### config.mk
export PLATFORM = sky130hd
export DESIGN_NAME = audio_seq_ctrl
export DESIGN_NICKNAME = d
export VERILOG_FILES = /design/src/rtl/audio_seq_ctrl.sv
export SDC_FILE = /design/constraint.sdc
export NUM_CORES = 1
export LEC_CHECK = 0
export CORE_AREA = 8 8 159 161
export DETAILED_ROUTE_END_ITERATION = 8
export DIE_AREA = 0 0 167 169
export HOLD_SLACK_MARGIN = 0.06
export PLACE_DENSITY_LB_ADDON = 0.1
export RECOVER_POWER = 100
export SLEW_MARGIN = 5
export SYNTH_ARGS = -nofsm -noshare
export SYNTH_HDL_FRONTEND = slang
export SYNTH_SLANG_ARGS = --single-unit
### constraint.sdc
create_clock -name i_clk -period 5 [get_ports i_clk]
set_input_delay 0.5 -clock i_clk [delete_from_list [all_inputs] [get_ports i_clk]]
set_output_delay 0.5 -clock i_clk [all_outputs]
set_load 0.01 [all_outputs]
### src/rtl/audio_seq_ctrl.sv
// rtl/audio_seq_ctrl.sv - WM8731 codec init plus slot-based record/playback sequencer
// Optional LOOP_PLAY_EN adds i_loop: playback wraps to the start of the track instead of stopping.
module audio_seq_ctrl #(
    parameter int ADDR_W  = 20,
    parameter int N_INIT  = 6,
    parameter int N_SLOTS = 4,
    parameter int SPEED_W = 3,
    localparam int IDX_W  = (N_INIT > 1) ? $clog2(N_INIT) : 1,
    localparam int SLOT_W = (N_SLOTS > 1) ? $clog2(N_SLOTS) : 1
) (
    input  logic                i_clk,
    input  logic                i_rst,
    output logic [IDX_W-1:0]    o_init_idx,
    input  logic [23:0]         i_init_data,
    output logic                o_i2c_start,
    output logic [23:0]         o_i2c_data,
    input  logic                i_i2c_done,
    input  logic                i_cmd_valid,
    input  logic [1:0]          i_cmd,
    output logic                o_cmd_ready,
    input  logic [SLOT_W-1:0]   i_slot,
    input  logic [SPEED_W-1:0]  i_speed,
    input  logic                i_slow,
`ifdef LOOP_PLAY_EN
    input  logic                i_loop,
`endif
    input  logic                i_sample_tick,
    output logic                o_mem_req,
    output logic                o_mem_we,
    output logic [ADDR_W-1:0]   o_mem_addr,
    input  logic                i_mem_ack,
    output logic [2:0]          o_state,
    output logic                o_full,
    output logic                o_done,
    output logic                o_overrun
);

    localparam int LOG_SLOTS = $clog2(N_SLOTS);
    localparam int OFF_W     = ADDR_W - LOG_SLOTS;
    localparam int PTR_W     = OFF_W + 1;
    localparam int SUM_W     = PTR_W + SPEED_W;
    localparam int CNT_W     = $clog2(N_INIT + 1);
    localparam logic [PTR_W-1:0] SLOT_SZ = PTR_W'(1) << OFF_W;

    localparam logic [1:0] CMD_STOP  = 2'd0;
    localparam logic [1:0] CMD_REC   = 2'd1;
    localparam logic [1:0] CMD_PLAY  = 2'd2;
    localparam logic [1:0] CMD_PAUSE = 2'd3;

    typedef enum logic [2:0] {
        ST_INIT       = 3'd0,
        ST_INIT_WAIT  = 3'd1,
        ST_IDLE       = 3'd2,
        ST_REC        = 3'd3,
        ST_REC_PAUSE  = 3'd4,
        ST_PLAY       = 3'd5,
        ST_PLAY_PAUSE = 3'd6
    } state_t;

    state_t              state_q;
    logic [CNT_W-1:0]    idx_q;
    logic [SLOT_W-1:0]   slot_q;
    logic [PTR_W-1:0]    ptr_q;
    logic [SPEED_W-1:0]  hold_q;
    logic [PTR_W-1:0]    len_q [N_SLOTS];
    logic                i2c_start_q;
    logic [23:0]         i2c_data_q;
    logic                mem_req_q;
    logic                mem_we_q;
    logic [ADDR_W-1:0]   mem_addr_q;
    logic                full_q;
    logic                done_q;
    logic                overrun_q;

    logic                loop_en;
    logic                cmd_fire;
    logic                ack_hit;
    logic                rec_mode;
    logic                play_mode;
    logic                rec_full;
    logic                play_end;
    logic                end_hit;
    logic                tick_issue;
    logic [PTR_W-1:0]    ptr_inc;
    logic [PTR_W-1:0]    cur_len;
    logic [PTR_W-1:0]    wrap_ptr;
    logic [ADDR_W-1:0]   addr_d;
    logic [SUM_W-1:0]    play_sum_d;
    logic [SPEED_W-1:0]  hold_d;

`ifdef LOOP_PLAY_EN
    assign loop_en = i_loop;
`else
    assign loop_en = 1'b0;
`endif

    assign o_init_idx  = IDX_W'(idx_q);
    assign o_i2c_start = i2c_start_q;
    assign o_i2c_data  = i2c_data_q;
    assign o_cmd_ready = (state_q != ST_INIT) && (state_q != ST_INIT_WAIT);
    assign o_mem_req   = mem_req_q;
    assign o_mem_we    = mem_we_q;
    assign o_mem_addr  = mem_addr_q;
    assign o_state     = state_q;
    assign o_full      = full_q;
    assign o_done      = done_q;
    assign o_overrun   = overrun_q;

    assign cmd_fire  = i_cmd_valid && o_cmd_ready;
    assign ack_hit   = i_mem_ack && mem_req_q;
    assign rec_mode  = (state_q == ST_REC) || (state_q == ST_REC_PAUSE);
    assign play_mode = (state_q == ST_PLAY) || (state_q == ST_PLAY_PAUSE);
    assign cur_len   = len_q[slot_q];
    assign ptr_inc   = ptr_q + PTR_W'(1);
    assign rec_full  = (ptr_inc == SLOT_SZ);
    assign play_end  = (play_sum_d >= SUM_W'(cur_len));
    assign wrap_ptr  = PTR_W'(play_sum_d - SUM_W'(cur_len));
    assign addr_d    = (ADDR_W'(slot_q) << OFF_W) + ADDR_W'(ptr_q);

    // An ack that ends the track takes priority over a same-cycle PAUSE/PLAY/REC command.
    assign end_hit = ack_hit && ((rec_mode && rec_full) ||
                                 (play_mode && play_end && !loop_en));

    assign tick_issue = i_sample_tick && !mem_req_q &&
                        ((state_q == ST_REC) || (state_q == ST_PLAY)) &&
                        !(cmd_fire && ((i_cmd == CMD_STOP) || (i_cmd == CMD_PAUSE)));

    // Slow mode repeats each sample i_speed+1 times; fast mode skips i_speed samples.
    always_comb begin
        play_sum_d = SUM_W'(ptr_q);
        hold_d     = hold_q;
        if (!i_slow) begin
            play_sum_d = SUM_W'(ptr_q) + SUM_W'(i_speed) + SUM_W'(1);
        end else if (hold_q == i_speed) begin
            play_sum_d = SUM_W'(ptr_q) + SUM_W'(1);
            hold_d     = '0;
        end else begin
            hold_d = hold_q + SPEED_W'(1);
        end
    end

    always_ff @(posedge i_clk or negedge i_rst) begin
        if (!i_rst) begin
            state_q     <= ST_INIT;
            idx_q       <= '0;
            slot_q      <= '0;
            ptr_q       <= '0;
            hold_q      <= '0;
            for (int i = 0; i < N_SLOTS; i++) len_q[i] <= '0;
            i2c_start_q <= 1'b0;
            i2c_data_q  <= '0;
            mem_req_q   <= 1'b0;
            mem_we_q    <= 1'b0;
            mem_addr_q  <= '0;
            full_q      <= 1'b0;
            done_q      <= 1'b0;
            overrun_q   <= 1'b0;
        end else begin
            i2c_start_q <= 1'b0;
            full_q      <= 1'b0;
            done_q      <= 1'b0;
            case (state_q)
                ST_INIT: begin
                    if (idx_q == CNT_W'(N_INIT)) begin
                        state_q <= ST_IDLE;
                    end else begin
                        i2c_data_q  <= i_init_data;
                        i2c_start_q <= 1'b1;
                        state_q     <= ST_INIT_WAIT;
                    end
                end
                ST_INIT_WAIT: begin
                    if (i_i2c_done) begin
                        idx_q   <= idx_q + CNT_W'(1);
                        state_q <= ST_INIT;
                    end
                end
                default: begin
                    if (ack_hit) mem_req_q <= 1'b0;
                    if (cmd_fire && (i_cmd == CMD_STOP)) begin
                        state_q   <= ST_IDLE;
                        ptr_q     <= '0;
                        hold_q    <= '0;
                        overrun_q <= 1'b0;
                        mem_req_q <= 1'b0;
                    end else begin
                        if (i_sample_tick && mem_req_q) overrun_q <= 1'b1;
                        if (tick_issue) begin
                            mem_req_q  <= 1'b1;
                            mem_we_q   <= (state_q == ST_REC);
                            mem_addr_q <= addr_d;
                        end
                        if (ack_hit && rec_mode) begin
                            len_q[slot_q] <= ptr_inc;
                            if (rec_full) begin
                                full_q  <= 1'b1;
                                state_q <= ST_IDLE;
                                ptr_q   <= '0;
                            end else begin
                                ptr_q <= ptr_inc;
                            end
                        end
                        if (ack_hit && play_mode) begin
                            hold_q <= hold_d;
                            if (!play_end) begin
                                ptr_q <= PTR_W'(play_sum_d);
                            end else begin
                                done_q <= 1'b1;
                                if (loop_en) begin
                                    ptr_q <= wrap_ptr;
                                end else begin
                                    state_q <= ST_IDLE;
                                    ptr_q   <= '0;
                                    hold_q  <= '0;
                                end
                            end
                        end
                        if (cmd_fire && !end_hit) begin
                            case (state_q)
                                ST_IDLE: begin
                                    if (i_cmd == CMD_REC) begin
                                        slot_q        <= i_slot;
                                        ptr_q         <= '0;
                                        len_q[i_slot] <= '0;
                                        state_q       <= ST_REC;
                                    end else if (i_cmd == CMD_PLAY) begin
                                        slot_q <= i_slot;
                                        ptr_q  <= '0;
                                        hold_q <= '0;
                                        if (len_q[i_slot] == '0) done_q <= 1'b1;
                                        else state_q <= ST_PLAY;
                                    end
                                end
                                ST_REC:        if (i_cmd == CMD_PAUSE) state_q <= ST_REC_PAUSE;
                                ST_REC_PAUSE:  if (i_cmd == CMD_REC)   state_q <= ST_REC;
                                ST_PLAY:       if (i_cmd == CMD_PAUSE) state_q <= ST_PLAY_PAUSE;
                                ST_PLAY_PAUSE: if (i_cmd == CMD_PLAY)  state_q <= ST_PLAY;
                                default: ;
                            endcase
                        end
                    end
                end
            endcase
        end
    end

endmodule

Word-level counts from Yosys, hierarchy flattened
Cells that the tools add are included.
{ "classes": {"n_reduce_logical": 40, "add_sub_neg": 7, "shifts": 0, "muxes": 76, "div_mod_pow": 0, "n_lt_le_gt_ge": 5, "multipliers": 0, "n_bitwise": 7, "eq_ne": 14} }
{ "op_table": {"columns": ["cell", "n"], "rows": [
  ["76-bit 2-to-1 mux", 6],
  ["19-bit 2-to-1 mux", 15],
  ["76-bit bitwise AND", 1],
  ["19-bit binary-select mux with 2-bit select", 2],
  ["76-bit bitwise mux", 1],
  ["19-bit demux with 2-bit select", 2],
  ["76-bit NOT", 1],
  ["3-bit 2-to-1 mux", 23],
  ["22-bit by 19-bit greater-or-equal comparator with 1-bit output", 1],
  ["22-bit 2-to-1 mux", 1],
  ["20-bit by 1-bit adder with 21-bit output (second input constant)", 1],
  ["19-bit by 1-bit adder with 20-bit output (second input constant)", 1],
  ["19-bit by 3-bit adder with 20-bit output", 1],
  ["20-bit by 19-bit adder with 20-bit output", 1],
  ["1-bit 2-to-1 mux", 20],
  ["20-bit 2-to-1 mux", 1],
  ["19-bit by 1-bit adder with 19-bit output (second input constant)", 1],
  ["19-bit equality test (second input constant)", 1],
  ["19-bit zero test", 1],
  ["1-bit logical AND", 17],
  ["3-bit case mux with 5 select lines", 1],
  ["3-bit equality test (second input constant)", 4],
  ["2-bit AND reduction", 5],
  ["3-bit by 1-bit adder with 3-bit output (second input constant)", 2],
  ["22 further kinds", 39]
]} }
{ "word_totals": {"romBits": 0, "latch_bits": 0, "regBits": 156, "n_memories": 0, "ramBits": 0, "out_inout_bits": 57} }

Logic depth before layout (Yosys ltp)
Gate-level depths: netlist of the first run.
{ "depth": {"depth_word": 14, "mapped_depth": 20} }

Worst setup path before layout of the first run
Ideal clock, no wire load.
{ "synth_timing": {"kind": "input port to flip-flop", "from": "input i_speed[0]", "to": "register ptr_q[14]", "required_ns": 4.876, "t_arrival_ns": 3.778, "path_stages": 18, "n_path_buf": 1, "setup_time_ns": 0.124, "slack_ns": 1.098, "path_cell_list": "inv_1 -> ha_1 -> inv_1 -> fa_1 -> a21oi_1 -> or4b_1 -> nor4_1 -> nor3_1 -> a221oi_2 -> ha_1 -> nand3_1 -> or2_2 -> nor4_1 -> a21oi_1 -> a21boi_2 -> buf_2 -> nor2_1 -> a211o_1"} }
{ "synth_between": {"elab_chain_len": 11, "elab_cells_between_ends": 18, "cone_classes": "2 x add/sub; 1 x order compare; 1 x eq/ne; 9 x mux; 5 x reduce/logical"} }
{ "synth_rtl": {"columns": ["item", "line_no", "text"], "rows": [
  ["start: declaration", "22", "input logic [SPEED_W-1:0] i_speed,"],
  ["19-bit by 3-bit adder with 20-bit output or 3-bit equality test (tied branches)", "133, 134", null],
  ["20-bit by 1-bit adder with 21-bit output or 20-bit 2-to-1 mux (tied branches)", "133, 134", null],
  ["22-bit 2-to-1 mux (*)", "132", "if (!i_slow) begin"],
  ["22-bit by 19-bit greater-or-equal comparator with 1-bit output", "116", "assign play_end = (play_sum_d >= SUM_W'(cur_len));"],
  ["19-bit 2-to-1 mux or 1-bit logical AND (tied branches)", "205, 122", null],
  ["19-bit 2-to-1 mux or 1-bit logical OR (tied branches)", "203, 121", null],
  ["19-bit 2-to-1 mux or 1-bit logical AND (tied branches)", "226, 121", null],
  ["19-bit 2-to-1 mux or 1-bit zero test (tied branches)", "221, 218", null],
  ["19-bit 2-to-1 mux or 1-bit logical AND (tied branches)", "219, 218", null],
  ["19-bit 2-to-1 mux (*)", "218", "if (cmd_fire && !end_hit) begin"],
  ["19-bit 2-to-1 mux (*)", "180", "if (cmd_fire && (i_cmd == CMD_STOP)) begin"],
  ["end signal: assignment", "200", "ptr_q <= ptr_inc;"],
  ["end signal: assignment", "206", "ptr_q <= PTR_W'(play_sum_d);"],
  ["end signal: assignment", "210", "ptr_q <= wrap_ptr;"],
  ["end: declaration", "63", "logic [PTR_W-1:0] ptr_q;"]
]} }
Mark *: on every way between the ends. The rest lies on a longest branch, timed or not.
A chain may end at the register's enable or synchronous reset.

Worst setup path after layout of the first run
{ "layout_timing": {"from": "input i_speed[0]", "to": "register hold_q[0]"} }
{ "layout_between": {"elab_chain_len": 11, "elab_cells_between_ends": 20, "cone_classes": "2 x add/sub; 1 x order compare; 1 x eq/ne; 11 x mux; 5 x reduce/logical"} }
{ "layout_rtl": {"columns": ["item", "line_no", "text"], "rows": [
  ["19-bit by 3-bit adder with 20-bit output or 3-bit equality test (tied branches)", "133, 134", null],
  ["20-bit by 1-bit adder with 21-bit output or 20-bit 2-to-1 mux (tied branches)", "133, 134", null],
  ["22-bit 2-to-1 mux", "132", null],
  ["22-bit by 19-bit greater-or-equal comparator with 1-bit output", "116", null],
  ["3-bit 2-to-1 mux or 1-bit logical AND (tied branches)", "205, 122", null],
  ["3-bit 2-to-1 mux or 1-bit logical OR (tied branches)", "203, 121", null],
  ["3-bit 2-to-1 mux or 1-bit logical AND (tied branches)", "226, 121", null],
  ["3-bit 2-to-1 mux or 1-bit zero test (tied branches)", "221, 218", null],
  ["3-bit 2-to-1 mux or 1-bit logical AND (tied branches)", "219, 218", null],
  ["3-bit 2-to-1 mux (*)", "218", null],
  ["3-bit 2-to-1 mux (*)", "180", null],
  ["end signal: assignment", "204", "hold_q <= hold_d;"],
  ["end: declaration", "64", "logic [SPEED_W-1:0] hold_q;"]
]} }
Marks and branches as above.

==> results of run 1 <==
[cell type report]
cell class / count / area, um2 / share of cell area
diodes: 1 / 2.502 / 0.0002316
clock buffers: 17 / 425.4 / 0.03937
clock inverters: 15 / 180.2 / 0.01667
inverters: 42 / 157.7 / 0.01459
multi-input cells: 669 / 4656 / 0.4308
flip-flops and latches: 156 / 3904 / 0.3612
well taps: 290 / 362.8 / 0.03358
repair buffers: 119 / 1119 / 0.1035
[final timing paths]
path | from | endpoint | slack (ps)
min reg2reg | o_mem_addr[10]$_DFFE_PN0P_ | o_mem_addr[10]$_DFFE_PN0P_ | 500
min | o_mem_addr[10]$_DFFE_PN0P_ | o_mem_addr[10]$_DFFE_PN0P_ | 500
max | i_speed[0] | hold_q[0]$_DFFE_PN0P_ | 400
max reg2reg | ptr_q[0]$_DFFE_PN0P_ | hold_q[0]$_DFFE_PN0P_ | 530
min in group asynchronous | i_rst | o_init_idx[2]$_DFFE_PN0P_ | 1540
max in group asynchronous | i_rst | ptr_q[14]$_DFFE_PN0P_ | 1150
[logic make-up after synthesis]
| kind of cell | synth area share |
|---|---|
| AOI/OAI and AO/OA | 0.1497 |
| xor gates and xnor gates | 0.03913 |
| adders and majority gates | 0.04695 |
| buffers and inverters | 0.04402 |
| DFF | 0.4360 |
| muxes | 0.1093 |
| and+or+nand+nor | 0.1750 |
[layout by cell type, fill, tap and decap left out, types with 3 or more instances in the layout]
cell type / synthesis / layout
nand4_1: 10 / 10
o21a_1: 6 / 6
or4_1: 3 / 3
xor2_1: 7 / 7
inv_1: 42 / 42
dlygate4sd3_1: 0 / 59
mux2_2: 48 / 48
or2_2: 6 / 6
a21o_1: 4 / 4
clkdlybuf4s50_1: 0 / 34
dfrtp_1: 156 / 156
nor2_1: 36 / 36
o22ai_1: 8 / 8
a211o_1: 5 / 5
clkbuf_16: 0 / 17
inv_6: 0 / 5
a31oi_1: 9 / 9
a22oi_1: 6 / 6
nand2b_1: 8 / 8
nor3_2: 3 / 3
or3_1: 10 / 10
a22o_1: 4 / 4
nor3_1: 7 / 7
mux4_2: 19 / 19
o2bb2ai_1: 3 / 3
nor4_1: 25 / 25
nor4b_1: 3 / 3
buf_4: 4 / 22
nor3b_1: 4 / 4
xnor2_1: 33 / 33
nand3_1: 20 / 20
nand2_1: 139 / 139
o21ai_0: 105 / 114
and2_1: 6 / 6
ha_1: 32 / 32
a21oi_1: 36 / 36
o31ai_1: 3 / 3
[flip-flops by register name, indices dropped and copies added (netlist names)]
name and count:
o_i2c_data 24, o_state 3, o_full 1, o_done 1, o_overrun 1, len_q 76
ptr_q 19, slot_q 2, o_mem_we 1, o_mem_req 1, o_i2c_start 1, o_init_idx 3
hold_q 3, o_mem_addr 20
[report_power, final]
part / total, mW / switching [mW] / internal, mW
Combinational: 1.53 / 0.796 / 0.731
Clock: 1.36 / 0.606 / 0.756
Sequential: 1.67 / 0.211 / 1.46
Total: 4.56 / 1.61 / 2.95
[per-stage QoR]
step	total power, mW	util	instance area (um2)	hold WS, ps	cells
2_1_floorplan	2.618	-	8954	204.4	921
3_3_place_gp	3.300	0.4461	10220	482.9	1276
3_5_place_dp	3.313	0.4461	10220	494.1	1276
4_1_cts	4.676	0.4725	10830	132.3	1308
5_1_grt	4.814	0.4715	10800	516.1	1308
6_report	4.559	0.4717	10810	498.8	1309
[routing by layer]
layer / up-vias / GRT usage
li1: 3488 / -
met1: 3741 / 0.2600
met2: 216 / 0.3201
met3: 38 / 0.03494
met4: 0 / 0.06659
met5: - / 0
==> metrics.yaml, run 1 <==
cp-end-kind: "flop"
synth_top_area_cell: "dfrtp_1"
grt_pass1_wl_mm: 43.46
powerDensity_mw_per_mm2: 421.9
syn_inst: 921
coreArea_mm2: 0.02291
clock_latency_ps: 430
ctsResizeCount: 0
highest_layer: "met4"
cts-hold-fix-buffers: 0
start_util: 0.3908
fillers: 2137
wire_per_inst_um: 20.84
period_share: 0.9196
ys_ff_latch: 156
skew_ps: 10.56
crit_buf_inv: 3
grt_setup_unrepaired: "no"
yosysMostFrequentCell: "dfrtp_1"
violations: "max-capacitance violations, max-slew violations"
die_w_um: 167
first_iter_violations: 487
route.met2.wl_mm: 13.16
fin_nets: 1076
grt-ovfl-total: 0
clk_path_buf_depth: 2
synth-seq-area-share: 0.4360
cp_cell_sequence: "dlygate4sd3_1, inv_1, ha_1, inv_1, fa_1, a21oi_1, or4b_1, o21ai_0, a21oi_1, a221oi_1, ha_1, nand3_1, or2_2, nor4_1, a21oi_1, a31oi_2, o21ai_0, mux2_2"
pre_cts_slack_ps: 148.6
critPathSlowestCell: "or4b_1"
required_ps: 5320
avgSynthCellArea_um2: 9.722
hold_path.class: "reg2reg"
yosys-top-cells-count: "156 x dfrtp_1, 139 x nand2_1, 105 x o21ai_0, 48 x mux2_2, 42 x inv_1"
antenna_found_initial: 0
hold_viol_final: 0
grt_use_total: 0.1963
synth_area_leaders: "dfrtp_1 44%, mux2_2 6.0%, o21ai_0 5.9%"
syn_to_final_growth_pct: 20.70
clkTransAtPathRegs_ps: 70
worstPathMaxFanout: 5
setup_ws_ps: 401.8
yosys_warnings: 0
num_vias: 7483
path_depth: 18
async_flop_share: 1.000
grt_max_degree: 78
period_minus_slack_ps: 4598
ir_drop_mv: 0.2178
synth_edf_count: 0
cts_setup_buffers: 0
finalSetupViolations: 0
viasPerCell: 5.717
port-buffer-count: 94
cts_tree: "yes"
cts-root-buf: "clkbuf_16"
cts_buffers: 17
syn_area_mm2: 0.008954
p_leak_nw: 4.511
drv_slew: 101
dieArea_mm2: 0.02822
cap_violations: 2
core.rowCount: 56
dr.pass1.iters: 7
grt_pass1_vias: 7396
relSlewSlack: -1.490
die_y_um: 169
cp_common_cell: "a21oi_1"
drive_gt1_frac: 0.1493
htree_levels: 4
hold_depth: 1
yosysUniqueCellTypes: 75
synth-main-ff-cell: "dfrtp_1"
clkSinkCount: 156
cp-start-kind: "primary input"
drtAntennaViolNets: 0
r2r_cells: 14
syn_nets: 992
worstPathArrival_ps: 4920
critPathMaxStageDelay_ps: 630
setup-tns-final_ps: 0
routed_wl_mm: 27.27
outcome: "finished with violations"
wl_met1_mm: 12.27
dr_wl_met3_mm: 1.277
crit_type: "in2reg"
clock.fmax_mhz: 217.5
netlist.area_leader.share: 0.4360
ioPinCount: 95
worst_pin_slew_ps: 3735
place_congestion: 0.9128
cp_top_family: "compound AO/OA/AOI/OAI gates"
drc: 0
dp_hpwl_mm: 19.61
Power figures use the tool's default switching activity.
==> inputs of run 2 (changes only) <==
clock period = 5.2 ns   (was 5 ns; I/O delays follow)
==> run 2 against run 1 <==
  * Critical path depth shrank 5
  * Combinational power shrank 5%
  * The run still ends with max-capacitance violations, max-slew violations left
  * Cell count shrank 0.61%
  * Design area shrank 0.41%
  * Utilization shrank 0.19 points
  * Non-clock buffer count shrank 7
  * Count of clock-buffer cells in the layout grew 1
  * Largest cell class unchanged
  * Sequential power shrank 4%
  * Sequential cell count is the same
==> metrics.yaml, run 2 (synthesis gave the netlist of run 1 again) <==
dr.pass1.iters: 5  # was 7
outcome: "finished with violations"  # unchanged
drc: 0  # unchanged
worst_pin_slew_ps: 2953  # was 3735 ps
grt_max_degree: 62  # was 78
total_power_mw: 4.424  # was 4.559 mW
finalSetupViolations: 0  # unchanged
dieArea_mm2: 0.02822  # unchanged
first_iter_violations: 546  # was 487
hold_viol_final: 0  # unchanged
wire_per_inst_um: 21.15  # was 20.84 um
cts-hold-fix-buffers: 1  # was 0
p_leak_nw: 4.484  # was 4.511 nW
cp-end-kind: "flop"  # unchanged
viasPerCell: 5.701  # was 5.717
clk_path_buf_depth: 2  # unchanged
place_congestion: 0.9058  # was 0.9128
worstPathMaxFanout: 11  # was 5
clock_latency_ps: 430  # about the same
design_area_mm2: 0.01076  # was 0.01081 mm2
grt_setup_unrepaired: "no"  # unchanged
port-buffer-count: 94  # unchanged
die_w_um: 167  # unchanged
cts_tree: "yes"  # unchanged
r2r_slack_ps: 450  # was 530 ps
final_common_cell: "dfrtp_1"  # unchanged
powerDensity_mw_per_mm2: 411.0  # was 421.9 mW/mm2
cap_violations: 3  # was 2
fin_nets: 1069  # was 1076
routed_wl_mm: 27.51  # was 27.27 mm
period_share: 0.9134
clock.fmax_mhz: 210.5
largest_register_ffs: 76  # unchanged
coreArea_mm2: 0.02291  # unchanged
ioPinCount: 95  # unchanged
clkSinkCount: 156  # unchanged
final_cell_mix: "156 x dfrtp_1, 139 x nand2_1, 114 x o21ai_0, 59 x dlygate4sd3_1, 48 x mux2_2"  # unchanged
hold_path.class: "reg2reg"  # unchanged
drive_gt1_frac: 0.1414  # was 0.1493
worstPathArrival_ps: 5060  # was 4920 ps
period_minus_slack_ps: 4750
violations: "max-capacitance violations, max-slew violations"  # unchanged
cts_setup_buffers: 0  # unchanged
top_register: "len_q"  # unchanged
cts_buffers: 17  # unchanged
relSlewSlack: -0.9686  # was -1.490
cts-root-buf: "clkbuf_16"  # unchanged
num_vias: 7417  # was 7483
dp_hpwl_mm: 19.63  # was 19.61 mm
drv_slew: 137  # was 101
grt_pass1_vias: 7575  # was 7396
crit_type: "reg2reg"  # was in2reg
antenna_cells: 0  # was 1
ctsResizeCount: 0  # unchanged
antenna_found_initial: 0  # unchanged
fillers: 2178  # was 2137
cp-start-kind: "flop"  # was primary input
die_y_um: 169  # unchanged
grt_use_total: 0.2001  # was 0.1963
skew_ps: 14.43  # was 10.56 ps
core.rowCount: 56  # unchanged
post_dp_cell_area_mm2: 0.01016  # was 0.01022 mm2
htree_levels: 4  # unchanged
grt_pass1_wl_mm: 44.06  # was 43.46 mm
syn_to_final_growth_pct: 20.21  # was 20.70%
start_util: 0.3908  # unchanged
clkTransAtPathRegs_ps: 70  # about the same
required_ps: 5510  # was 5320 ps
grt-ovfl-total: 0  # unchanged
hold_ws_ps: 496.5  # was 498.8 ps
ir_drop_mv: 0.2043  # was 0.2178 mV
setup-tns-final_ps: 0  # unchanged
drtAntennaViolNets: 0  # unchanged
-- run 2: metrics by stage --
stage          worst slack [ps]  std cells    util
2_1_floorplan              1278        921       -
3_3_place_gp              424.1       1268  0.4435
3_5_place_dp              315.6       1268  0.4435
4_1_cts                   590.9       1301  0.4715
5_1_grt                   109.4       1301  0.4697
6_report                  450.2       1301  0.4697
-- run 2: final cells by class --
class | instances | area (um2) | area share
Multi-Input combinational cell | 669 | 4647 | 0.4318
Sequential cell | 156 | 3904 | 0.3627
Timing Repair Buffer | 112 | 1060 | 0.09847
Clock buffer | 18 | 439.2 | 0.04080
Tap cell | 290 | 362.8 | 0.03371
Clock inverter | 14 | 192.7 | 0.01790
Inverter | 42 | 157.7 | 0.01465
-- run 2: path summary, 6_finish.rpt --
check,cells past startpoint,start,to
max,13,ptr_q[0]$_DFFE_PN0P_,hold_q[0]$_DFFE_PN0P_
min,2,o_overrun$_DFFE_PN0P_,o_overrun$_DFFE_PN0P_
min in group asynchronous,2,i_rst,o_mem_we$_DFFE_PN0P_
max in group asynchronous,3,i_rst,len_q[17]$_DFFE_PN0P_
min reg2reg,2,o_overrun$_DFFE_PN0P_,o_overrun$_DFFE_PN0P_
max reg2reg,13,ptr_q[0]$_DFFE_PN0P_,hold_q[0]$_DFFE_PN0P_
-- run 2: critical path, stage by stage (launching register included) --
cell and delay (ps):
dfrtp_1 640, ha_1 400, nand4_2 250, nor4_1 610
xnor2_1 400, a221oi_1 480, ha_1 250, nand3_1 90
or2_2 290, nor4_1 280, a21oi_1 160, a31oi_2 300
o21ai_0 170, mux2_2 310
-- run 2: report_power, final --
group | internal [mW] | leakage, nW | total [mW] | switching (mW)
sequential | 1.40 | 2.09 | 1.60 | 0.201
clock | 0.788 | 0.308 | 1.35 | 0.566
combinational | 0.692 | 2.08 | 1.46 | 0.772
-- run 2: routing by layer --
metal	global-route usage	share of wire	wire length (um)	vias up
li1	-	-	-	3478
met1	0.2662	0.46	12560	3656
met2	0.3240	0.47	12880	232
met3	0.03261	0.048	1320	51
met4	0.07403	0.027	752	0
met5	0	0	0	-
